==> src/rtl/fp_sort_buffer.sv <==
// Frame-based floating-point sorter: inserts each element in order into a
// DEPTH-entry array during LOAD, then streams the frame out head-first in DRAIN.

package fp_pkg;
    typedef struct packed {
        logic        sign;
        logic [7:0]  exp;
        logic [22:0] frac;
    } float;
endpackage

// One storage slot: holds an entry, compares the incoming element against it,
// and shifts up (insert) or down (pop) as directed by the top.
module fp_sort_slot
    import fp_pkg::*;
#(
    parameter bit DESCENDING  = 1'b1,
    parameter bit SIGNED_MODE = 1'b0
) (
    input  logic clk,
    input  logic rst_n,
    input  logic ins,
    input  logic pop,
    input  logic take,
    input  logic take_prev,
    input  float new_data,
    input  float prev_data,
    input  float next_data,
    output float data,
    output logic ahead
);
    logic mag_gt, mag_lt, gt, lt;

    // The implicit leading one is common to both sides, so {exp,frac} orders the same.
    assign mag_gt = {new_data.exp, new_data.frac} > {data.exp, data.frac};
    assign mag_lt = {new_data.exp, new_data.frac} < {data.exp, data.frac};

    always_comb begin
        gt = mag_gt;
        lt = mag_lt;
        if (SIGNED_MODE) begin
            if (new_data.sign != data.sign) begin
                gt = !new_data.sign;
                lt = new_data.sign;
            end else if (new_data.sign) begin
                gt = mag_lt;
                lt = mag_gt;
            end
        end
    end

    assign ahead = DESCENDING ? gt : lt;

    always_ff @(posedge clk) begin
        if (!rst_n)
            data <= '0;
        else if (ins && take)
            data <= take_prev ? prev_data : new_data;
        else if (pop)
            data <= next_data;
    end
endmodule

module fp_sort_buffer
    import fp_pkg::*;
#(
    parameter int DEPTH       = 8,
    parameter bit DESCENDING  = 1'b1,
    parameter bit SIGNED_MODE = 1'b0,
    localparam int CW         = $clog2(DEPTH + 1)
) (
    input  logic          clk,
    input  logic          rst_n,
    input  float          in_data,
    input  logic          in_valid,
    input  logic          in_last,
    output logic          in_ready,
    output float          out_data,
    output logic          out_valid,
    output logic          out_last,
    input  logic          out_ready,
    output logic [CW-1:0] count
);
    typedef enum logic {LOAD, DRAIN} state_t;

    state_t           state, state_nxt;
    logic [CW-1:0]    count_nxt;
    float             entry [DEPTH];
    logic [DEPTH-1:0] ahead, take;
    logic             acc, pop;

    assign in_ready = rst_n && (state == LOAD) && (count < CW'(DEPTH));
    assign acc      = in_valid && in_ready;
    assign pop      = out_valid && out_ready;
    assign out_data = entry[0];

    // take[j]: slot j changes on insert. Ahead bits are monotone over the
    // sorted occupied slots, so the first set bit is the insert point.
    for (genvar j = 0; j < DEPTH; j++) begin : g_slot
        assign take[j] = (count == CW'(j)) || ((CW'(j) < count) && ahead[j]);

        fp_sort_slot #(.DESCENDING(DESCENDING), .SIGNED_MODE(SIGNED_MODE)) u_slot (
            .clk       (clk),
            .rst_n     (rst_n),
            .ins       (acc),
            .pop       (pop),
            .take      (take[j]),
            .take_prev ((j == 0) ? 1'b0 : take[(j == 0) ? 0 : j - 1]),
            .new_data  (in_data),
            .prev_data ((j == 0) ? float'('0) : entry[(j == 0) ? 0 : j - 1]),
            .next_data ((j == DEPTH - 1) ? float'('0) : entry[(j == DEPTH - 1) ? j : j + 1]),
            .data      (entry[j]),
            .ahead     (ahead[j])
        );
    end

    always_comb begin
        state_nxt = state;
        count_nxt = count + CW'(acc) - CW'(pop);
        case (state)
            LOAD:    if (acc && (in_last || count == CW'(DEPTH - 1))) state_nxt = DRAIN;
            DRAIN:   if (pop && count == CW'(1)) state_nxt = LOAD;
            default: state_nxt = LOAD;
        endcase
    end

    always_ff @(posedge clk) begin
        if (!rst_n) begin
            state     <= LOAD;
            count     <= '0;
            out_valid <= 1'b0;
            out_last  <= 1'b0;
        end else begin
            state     <= state_nxt;
            count     <= count_nxt;
            out_valid <= (state_nxt == DRAIN);
            out_last  <= (state_nxt == DRAIN) && (count_nxt == CW'(1));
        end
    end
endmodule

==> config.mk <==
export PLATFORM = sky130hd
export DESIGN_NAME = fp_sort_buffer
export DESIGN_NICKNAME = d
export VERILOG_FILES = /design/src/rtl/fp_sort_buffer.sv
export SDC_FILE = /design/constraint.sdc
export NUM_CORES = 1
export LEC_CHECK = 0
export CAP_MARGIN = 20
export CELL_PAD_IN_SITES_DETAIL_PLACEMENT = 0
export CELL_PAD_IN_SITES_GLOBAL_PLACEMENT = 1
export CORE_UTILIZATION = 42
export DETAILED_ROUTE_END_ITERATION = 10
export HOLD_SLACK_MARGIN = 0.08
export PLACE_DENSITY = 0.79
export SLEW_MARGIN = 20
export SYNTH_ARGS = -nofsm -noshare
export SYNTH_HDL_FRONTEND = slang
export SYNTH_SLANG_ARGS = --single-unit
export TNS_END_PERCENT = 5
==> constraint.sdc <==
create_clock -name clk -period 2.62 [get_ports clk]
set_clock_uncertainty 0.1 [all_clocks]
set_input_delay 0.524 -clock clk [delete_from_list [all_inputs] [get_ports clk]]
set_output_delay 0.524 -clock clk [all_outputs]
set_load 0.05 [all_outputs]
==> summary.txt, run 1 <==
Place
  • HPWL after DPL: 45100 um
  • Port bufs: 75
  • Placed Instance Area: 0.0236 mm^2
  • Placed Instances: between 3000 and 4000
  • RD Place Congestion: 0.891
  • Pre-CTS setup slack: -1.20 ns

Final layout
  • Fillers: 3748
  • Ant. Diodes: 0
  • Share of layout cells above drive strength 1: 0.292
  • Post-route design area: 0.0273 mm^2
  • Fin cells: 3464
  • Synth-to-layout area growth: 43.1%
  • Total Nets Final: 3112

Critical path
  • Startpoint Class: flop
  • Worst Path Required: 2.93 ns
  • CP peak stage delay: roughly 0.41 ns
  • Buf/Inv on CP: 5
  • Critical path's top delay family: simple AND/OR/NAND/NOR gates
  • CP Capture Type: flop
  • Cell mode on critical path: buf_6
  • Critical path arrival: 3.19 ns
  • Crit path cell chain: inv_2 > ha_4 > nand4_1 > nor4_4 > a31oi_2 > buf_4 > a221oi_4 > buf_6 > buf_6 > buf_12 > mux2i_4 > a21oi_1
  • Slowest-stage cell, CP: nor4_4
  • Crit Path Max Fanout: 5
  • Setup CP Type: flop to flop

Pwr
  • Worst vdd ir: around 0.42 mV
  • PwrDens: 744 mW/mm^2
  • Switching share of power: 0.380
  • Comb power frac: 0.522
  • Clock power share: 0.235
  • Sw Pwr: 7.72 mW
  • Lkg Pwr: 11.5 nW
  • Cell Int Power: 12.6 mW
  • Reg power frac: 0.243

Global routing
  • Global route total overflow: 0
  • Largest net degree at the start of global routing: 171
  • GRT Total Usage: 0.285
  • Vias in the first global route: a little under 20000
  • Initial antenna violation count: 1
  • First-pass GRT wire length: about 110000 um

Logic synthesis
  • Post-synth EDFFs: 0
  • Synthesized area per cell: 7.78 um^2
  • Most used DFF post-synth: dfxtp_1
  • Synth warn: 0
  • Top cell type's share of synthesized area: 0.275
  • Syn Std Cell Area: 0.0191 mm^2
  • Synth cell types: 64
  • Sequential share of the synthesized area: 0.275
  • Post-Syn Instances: 2453
  • Synth Net Count: 2717
  • Synth top area cells: dfxtp_1 (27%), ha_1 (15%), mux2i_1 (10%)
  • Share of flip-flops with an asynchronous set or reset: 0
  • Most common cell in the synthesized netlist: a21oi_1
  • FF+latch count, synth: 262
  • Post-synth top area cell: dfxtp_1
  • Top cells by count, synth: a21oi_1 (356), dfxtp_1 (262), o21ai_0 (245)

Floorplanning
  • Die X: about 220 um
  • # rows: 77
  • Core area: 0.0445 mm^2
  • I/O pin cnt: 76
  • Die ar.: 0.0463 mm^2
  • Initial Utilization: 0.429
  • Die H: 215 um

Clocking
  • Clk pin slew, worst setup/hold paths: 0.06 ns
  • Number of clock sinks: 262
  • CTS buffer count: 35
  • Clk Latency, worst-skew pair: roughly 0.53 ns
  • Maximum clock path buffer count: 3
  • H-tree levels: 2
  • TritonCTS clock tree: yes
  • Root Buffer: clkbuf_16

Run
  • Max Cap Viol: 0

Routing
  • Via count: 19500
  • Wire per inst: 19.4 um
  • Antenna-violating nets left: 0
  • Via/cell ratio: roughly 5.6
  • DRT Pass-1 Iters: 7
  • Drt drc: 0
  • Initial DRC count: 1499
  • Detailed Route WL: 67300 um

Timing
  • Final setup vio count: 215
  • Relative slew slack: 0.286
  • RSZ-0062 raised after global routing: yes
  • Final period utilization: 1.10
  • Final hold vios: 0
  • Slew @ Worst Pin: 1.07 ns
  • Worst Setup Slack, final: -0.257 ns
  • Final Max Slew Viols: 0
  • FMAX: ~0.35 GHz
  • Tmin final: approximately 2.9 ns

Status
  • Outcome: finished with violations
  • Violated checks: setup timing

Min path
  • Min-delay worst type: input pin to flop
routing by layer:
metal  vias up  GRT usage  part of all wire
li1       9535          -                 -
met1      9225      0.398              0.47
met2       593      0.453              0.44
met3       126     0.0327             0.053
met4         0     0.0976             0.034
met5         -          0                 0
path summary, 6_finish.rpt:
path	endpoint	slack (ns)	cells after the start	startpoint
max reg2reg	g_slot[5].u_slot.data[21]	-0.26	12	g_slot[4].u_slot.data[7]
min reg2reg	g_slot[7].u_slot.data[26]	0.35	2	g_slot[7].u_slot.data[26]
min	g_slot[0].u_slot.data[18]	0.34	4	in_data[18]
max	g_slot[5].u_slot.data[21]	-0.26	12	g_slot[4].u_slot.data[7]
tightest hold or removal path: stages:
cell and delay (ns):
buf_2 0.10, buf_6 0.14, nor2_1 0.10, a311oi_1 0.05
repair_timing:
action,4_1_cts,5_1_grt
hold buffers,0,0
cloned,14,0
pin swaps,75,78
setup buffers,49,4
setup endpoints to repair,256,256
gates resized for setup,328,158
cell type report:
cell class	instances	area (um^2)	area share
multi-input combinational	1743	13600	0.498
timing repair buffer	570	5650	0.207
clock buffer	57	1110	0.0407
sequential	262	5290	0.194
clock inverter	4	22.5	0.000824
tap	592	741	0.0271
inverter	236	900	0.0329
metrics by stage:
step | setup TNS, ns | util | hold WS (ns) | total power, mW
4_1_cts | -15.54 | 0.601 | 0.318 | 19.8
2_1_floorplan | -7.57 | - | 0.325 | 10.3
3_3_place_gp | -235.00 | 0.531 | 0.335 | 13.4
5_1_grt | -47.30 | 0.614 | 0.374 | 21.4
6_report | -23.75 | 0.614 | 0.335 | 20.3
3_5_place_dp | -248.81 | 0.531 | 0.342 | 13.6
placed cells by master (no fill, tap or decap), drive strengths merged, types with 50 or more instances in the layout:
cell,n
mux2i,194
nor2,144
a21oi,357
nand2,188
dfxtp,262
inv,235
clkbuf,59
nand4,50
ha,226
o21ai,248
a211oi,63
buf,503
power groups by stage:
stage / Combinational, mW / Clock, mW / Sequential, mW
floorplan: 5.29 / 0 / 5.02
global placement: 8.42 / 0 / 4.95
detailed placement: 8.61 / 0 / 4.97
CTS: 10.1 / 4.85 / 4.90
global route: 11.4 / 5.05 / 5.00
finish: 10.6 / 4.77 / 4.93
state kept, by name (all words and copies together), names as in the netlist:
register	cells
g_slot.u_slot.data	256
count	4
out_last	1
state	1
cell families (layout without fill, tap and decap cells):
logic type	after synthesis	in the layout	share of synthesized area
buffers and inverters	448	867	0.100
AO/OA/AOI/OAI	808	808	0.250
AND/OR/NAND/NOR	512	512	0.123
adder cells (fa/ha/maj)	227	227	0.149
flip-flops	262	262	0.275
multiplexers	194	194	0.102
XOR/XNOR	2	2	0.000918
No activity file was read; power rests on OpenSTA's default activity.
==> run 2, diff against run 1 <==
GPL_ROUTABILITY_DRIVEN = 0   (was not set)
==> run 2 against run 1 <==
Sequential share of layout area decreased by 0.75 points. Largest cell class unchanged. Global-route usage increased by 0.73 points. The run still ends with setup timing left. Setup slack got worse by 0.0019 ns. Sequential power about the same. Flip-flop and latch count unchanged.
==> summary.txt, run 2 (same netlist as run 1, synthesis figures left out) <==
Status
  • Outcome: finished with violations
  • Violated checks: setup timing

Timing
  • Final setup TNS: -27.60 ns (-3.84 ns)
  • Final setup vio count: 247 (+15%)
  • Final period utilization: 1.10 (about the same)
  • Tmin final: 2.88 ns (+0.00187 ns)
  • RSZ-0062 raised after global routing: yes
  • Final hold vios: 0 (unchanged)
  • FMAX: 0.347 GHz (about the same)
  • Final Max Slew Viols: 0 (unchanged)
  • Worst Setup Slack, final: -0.259 ns (-0.00187 ns)
  • Relative slew slack: 0.184 (-0.102)
  • WHS: 0.350 ns (+0.0151 ns)
  • Slew @ Worst Pin: 1.22 ns (+0.153 ns)

Final layout
  • Post-route design area: 0.0285 mm^2 (+4.3%)
  • Final core occ: 0.640 (+0.0263)
  • Commonest non-fill, non-tap cell in the layout: buf_4
  • Largest Register: g_slot.u_slot.data
  • Register area: 0.00530 mm^2 (+0.21%)
  • Synth-to-layout area growth: 49.2%
  • Most frequent cells in the layout: buf_4 (403), a21oi_1 (340), dfxtp_1 (225)
  • Share of layout cells above drive strength 1: 0.332 (+0.0393)
  • Fin cells: 3519 (+1.6%)
  • Top flop regs: g_slot.u_slot.data x256, count x4
  • Fillers: 3535 (-5.7%)
  • Max reg flops: 256 (unchanged)
  • Multi-input logic area: 0.0140 mm^2 (+2.7%)
  • Ant. Diodes: 0 (unchanged)
  • Total Nets Final: 3165 (+1.7%)

Place
  • Port bufs: 75 (unchanged)
  • HPWL after DPL: 45400 um (+0.67%)
  • Placed Instance Area: 0.0237 mm^2 (+0.24%)
  • Placed Instances: 3345 (+0.18%)

Clocking
  • CTS Hold Bufs: 0 (unchanged)
  • Maximum clock path buffer count: 3 (unchanged)
  • Root Buffer: clkbuf_16
  • Number of clock sinks: 262 (unchanged)
  • Clk Latency, worst-skew pair: 0.53 ns (about the same)
  • Clk pin slew, worst setup/hold paths: 0.06 ns (about the same)
  • CTS buffer count: 34 (-2.9%)
  • H-tree levels: 2 (unchanged)
  • TritonCTS clock tree: yes

Min path
  • Min-delay worst type: flop to flop
  • Worst Hold Path Cells: 2 (-2)

Critical path
  • Crit Path Max Fanout: 8 (+3)
  • CP Capture Type: flop
  • Critical path arrival: 3.21 ns (+0.02 ns)
  • Startpoint Class: flop
  • Setup CP Type: flop to flop
  • FF-to-FF path depth: 12 (unchanged)
  • Slowest-stage cell, CP: dfxtp_1
  • CP peak stage delay: 0.35 ns (-0.06 ns)
  • Worst Path Required: 2.95 ns (+0.02 ns)
  • Crit path cell chain: inv_1 > ha_1 > nand4_1 > nor3b_4 > a31oi_2 > buf_4 > a221oi_4 > buf_6 > buf_6 > nor2_4 > clkbuf_16 > a221oi_4

Floorplanning
  • # rows: 77 (unchanged)
  • Die ar.: 0.0463 mm^2 (unchanged)
  • I/O pin cnt: 76 (unchanged)
  • Die H: 215 um (unchanged)
  • Initial Utilization: 0.429 (unchanged)
  • Core area: 0.0445 mm^2 (unchanged)
  • Die X: 215 um (unchanged)

Global routing
  • GRT Total Usage: 0.293 (+0.00727)
  • Global route total overflow: 0 (unchanged)
  • Initial antenna violation count: 0 (-1)
  • Vias in the first global route: 19900 (+3.0%)
  • First-pass GRT wire length: 109000 um (+2.2%)
  • Largest net degree at the start of global routing: 171 (unchanged)

Routing
  • Via count: 20300 (+4.1%)
  • Via/cell ratio: 5.76 (+2.4%)
  • Initial DRC count: 1805 (+20%)
  • Detailed Route WL: 72900 um (+8.3%)
  • Drt drc: 0 (unchanged)
  • Antenna-violating nets left: 0 (unchanged)
  • DRT Pass-1 Iters: 6 (-1)
  • Wire per inst: 20.7 um (+6.6%)

Pwr
  • Worst vdd ir: 0.445 mV (+5.4%)
  • Lkg Pwr: 12.0 nW (+4.6%)
  • PwrDens: 744 mW/mm^2 (about the same)

Run
  • Max Cap Viol: 0 (unchanged)
==> run 2: area by class of cell <==
type	instances	area share
repair buffers	624	0.223
flip-flops and latches	262	0.186
multi-input cells	1743	0.490
clock inverters	9	0.00356
clock buffers	53	0.0396
well taps	592	0.0260
inverters	236	0.0315
==> run 2: final timing paths <==
kind	startpoint	endpoint	slack [ns]
worst max-delay path	g_slot[4].u_slot.data[25]	g_slot[4].u_slot.data[22]	-0.26
worst max register to register	g_slot[4].u_slot.data[25]	g_slot[4].u_slot.data[22]	-0.26
worst min-delay path	g_slot[7].u_slot.data[24]	g_slot[7].u_slot.data[24]	0.35
worst min register to register	g_slot[7].u_slot.data[24]	g_slot[7].u_slot.data[24]	0.35
==> run 2: worst max-delay path, delay by kind of cell, from the launching register on <==
| family | cells | cell delay [ns] |
|---|---|---|
| buf+inv | 5 | 0.71 |
| fa+ha+maj | 1 | 0.35 |
| flops | 1 | 0.35 |
| compound gates | 3 | 0.69 |
| simple gates | 3 | 0.58 |
==> run 2: power by group <==
part | switching (mW) | internal, mW | total (mW)
clock network | 1.92 | 3.16 | 5.08
registers | 0.370 | 4.57 | 4.94
logic | 5.76 | 5.43 | 11.2
==> run 2: repair_timing <==
| item | 4_1_cts | 5_1_grt |
|---|---|---|
| setup buffers | 76 | 14 |
| gates cloned | 19 | 9 |
| pin swaps | 80 | 115 |
| endpoints found under the setup margin | 256 | 256 |
| resized for setup | 335 | 232 |
==> run 2: layer usage <==
layer	track usage	wire [um]	up-vias
li1	-	-	9659
met1	0.400	31900	9612
met2	0.461	32500	818
met3	0.0409	5170	183
met4	0.119	3320	0
met5	0	0	-
==> run 2: per-stage QoR <==
stage               worst slack, ns  power (mW)
CTS                          -0.307        20.2
global placement              -1.12        13.4
finish                       -0.259        21.2
floorplan                   -0.0598        10.3
detailed placement            -1.18        13.6
global route                 -0.369        22.1
==> run 3, diff against run 2 <==
CORE_MARGIN = 5   (was not set)
==> run 3 against run 2 <==
The flow still finishes with violations (setup timing). Flip-flop and latch count did not move. First-iteration DRC count fell by 2.9%. Die area rose by 7.6%. Wire length fell by 1.9%. Sequential share of layout area rose by 0.26 points. Via count fell by 0.21%. Clock power fell by 7.3%.
==> summary.txt, run 3 (same netlist as run 1, synthesis figures left out) <==
Timing
  • FMAX: 0.341 GHz (-1.7%)
  • Worst Setup Slack, final: -0.309 ns (-0.0494 ns)
  • Slew @ Worst Pin: 1.11 ns (-0.113 ns)
  • Final Max Slew Viols: 0 (unchanged)
  • Final period utilization: 1.12 (+0.0189)
  • Tmin final: 2.93 ns (+0.0494 ns)
  • WHS: 0.354 ns (+0.00421 ns)
  • Final setup TNS: -38.61 ns (-11.01 ns)
  • Final setup vio count: 251 (+1.6%)
  • RSZ-0062 raised after global routing: yes
  • Relative slew slack: 0.259 (+0.0751)
  • Final hold vios: 0 (unchanged)

Critical path
  • Levels on crit path: 14 (+2)
  • Critical path arrival: 3.30 ns (+0.09 ns)
  • Crit path cell chain: inv_1 > ha_1 > nand4_1 > buf_4 > buf_4 > nor2_2 > a22oi_2 > a211o_1 > buf_4 > a21oi_4 > buf_12 > buf_12 > o21ai_1 > a21oi_1
  • Reg-to-Reg End: g_slot[2].u_slot.data[5]
  • Buf/Inv on CP: 6 (+1)
  • Crit. Startpoint: g_slot[2].u_slot.data[29]
  • Setup CP Type: flop to flop
  • FF-to-FF path depth: 14 (+2)
  • Slowest-stage cell, CP: dfxtp_1
  • Critical path's top delay family: buffers and inverters
  • Cell mode on critical path: buf_4
  • Crit Reg-Reg Startpoint: g_slot[2].u_slot.data[29]
  • Crit Path Max Fanout: 8 (unchanged)
  • Worst Path Required: 2.99 ns (+0.04 ns)
  • CP Capture Type: flop
  • Worst R2R Setup Slack: -0.31 ns (-0.05 ns)
  • Startpoint Class: flop
  • CP peak stage delay: 0.35 ns (about the same)
  • Critical Path End: g_slot[2].u_slot.data[5]

Global routing
  • First-pass GRT wire length: 108000 um (-1.2%)
  • Global route total overflow: 0 (unchanged)
  • Initial antenna violation count: 0 (unchanged)
  • Largest net degree at the start of global routing: 171 (unchanged)
  • Vias in the first global route: 19400 (-2.1%)
  • GRT Total Usage: 0.265 (-0.0277)

Floorplanning
  • Die ar.: 0.0498 mm^2 (+7.6%)
  • # rows: 78 (+1.3%)
  • I/O pin cnt: 76 (unchanged)
  • Core area: 0.0452 mm^2 (+1.5%)
  • Die X: 223 um (+3.7%)
  • Initial Utilization: 0.423 (-0.00641)
  • Die H: 223 um (+3.7%)

Pwr
  • Worst vdd ir: 0.468 mV (+5.2%)
  • Switching share of power: 0.386 (+0.00618)
  • PwrDens: 737 mW/mm^2 (-1.0%)
  • Lkg Pwr: 11.9 nW (-1.3%)
  • Clock power share: 0.228 (-0.011)
  • Sw Pwr: 7.98 mW (-0.79%)
  • Comb power frac: 0.534 (+0.006)
  • Reg power frac: 0.239 (+0.006)
  • Cell Int Power: 12.7 mW (-3.4%)

Routing
  • Via count: 20200 (-0.21%)
  • Drt drc: 0 (unchanged)
  • Initial DRC count: 1753 (-2.9%)
  • Via/cell ratio: 5.76 (about the same)
  • Antenna-violating nets left: 0 (unchanged)
  • Detailed Route WL: 71500 um (-1.9%)
  • Wire per inst: 20.3 um (-1.8%)
  • DRT Pass-1 Iters: 7 (+1)

Final layout
  • Commonest non-fill, non-tap cell in the layout: buf_4
  • Total Nets Final: 3158 (-0.22%)
  • Multi-input logic area: 0.0138 mm^2 (-0.92%)
  • Final core occ: 0.622 (-0.0184)
  • Share of layout cells above drive strength 1: 0.326 (-0.00584)
  • Top flop regs: g_slot.u_slot.data x256, count x4
  • Largest Register: g_slot.u_slot.data
  • Most frequent cells in the layout: buf_4 (411), a21oi_1 (317), dfxtp_1 (225)
  • Register area: 0.00530 mm^2 (unchanged)
  • Synth-to-layout area growth: 47.1%
  • Max reg flops: 256 (unchanged)
  • Fin cells: 3515 (-0.11%)
  • Fillers: 3682 (+4.2%)
  • Ant. Diodes: 0 (unchanged)

Clocking
  • Root Buffer: clkbuf_16
  • TritonCTS clock tree: yes
  • CTS buffer count: 35 (+2.9%)
  • Clk pin slew, worst setup/hold paths: 0.06 ns (about the same)
  • Maximum clock path buffer count: 3 (unchanged)
  • CTS Hold Bufs: 0 (unchanged)
  • H-tree levels: 2 (unchanged)
  • Clk Latency, worst-skew pair: 0.55 ns (+0.02 ns)
  • Number of clock sinks: 262 (unchanged)

Status
  • Outcome: finished with violations
  • Violated checks: setup timing

Run
  • Max Cap Viol: 0 (unchanged)

Place
  • HPWL after DPL: 47400 um (+4.4%)
  • Placed Instances: 3367 (+0.66%)
  • Port bufs: 75 (unchanged)

Min path
  • Min-delay worst type: flop to flop
-- run 3: final cells by class --
class,count,area share
clock buffer,51,0.0377
clock inverter,7,0.00134
inverter,236,0.0321
multi-input combinational,1743,0.493
sequential,262,0.189
tap,600,0.0267
timing repair buffer,616,0.221
-- run 3: worst register-to-register path, stage by stage, from the launching register on --
cell and delay, ns:
dfxtp_1 0.35, inv_1 0.07, ha_1 0.30, nand4_1 0.21
buf_4 0.22, buf_4 0.13, nor2_2 0.13, a22oi_2 0.09
a211o_1 0.33, buf_4 0.16, a21oi_4 0.19, buf_12 0.18
buf_12 0.14, o21ai_1 0.08, a21oi_1 0.18
-- run 3: worst min path at each step --
stage | from | to | slack [ns] | cells after the start
after global placement | g_slot[7].u_slot.data[7] | g_slot[7].u_slot.data[7] | 0.33 | 2
after floorplan | g_slot[7].u_slot.data[0] | g_slot[7].u_slot.data[0] | 0.32 | 2
final | g_slot[7].u_slot.data[12] | g_slot[7].u_slot.data[12] | 0.35 | 2
after global routing | g_slot[4].u_slot.data[11] | g_slot[4].u_slot.data[11] | 0.38 | 2
after CTS | g_slot[7].u_slot.data[8] | g_slot[7].u_slot.data[8] | 0.35 | 2
after detailed placement | g_slot[7].u_slot.data[8] | g_slot[7].u_slot.data[8] | 0.34 | 2
-- run 3: timing repair --
action                     CTS  global route
setup endpoints to repair  256           256
gates cloned                17             6
resized for setup          240           254
pin swaps                   70           122
buffers inserted            39            32
-- run 3: stage by stage --
stage	area, um^2	setup WS (ns)	power (mW)
2_1_floorplan	19300	-0.0598	10.3
3_3_place_gp	23900	-1.30	13.6
3_5_place_dp	23900	-1.38	13.8
4_1_cts	26700	-0.227	19.7
5_1_grt	28100	-0.362	21.7
6_report	28100	-0.309	20.7
-- run 3: power by group through the flow --
stage / clock [mW] / sequential (mW) / combinational [mW]
2_1_floorplan: 0 / 5.02 / 5.29
3_3_place_gp: 0 / 4.95 / 8.64
3_5_place_dp: 0 / 4.97 / 8.84
4_1_cts: 4.75 / 4.90 / 10.1
5_1_grt: 4.93 / 5.01 / 11.8
6_report: 4.71 / 4.95 / 11.0
-- run 3: layer usage --
metal,global-route usage,routed length [um]
met4,0.0891,2450
met3,0.0437,5110
met5,0,0
met1,0.371,32000
met2,0.415,31900
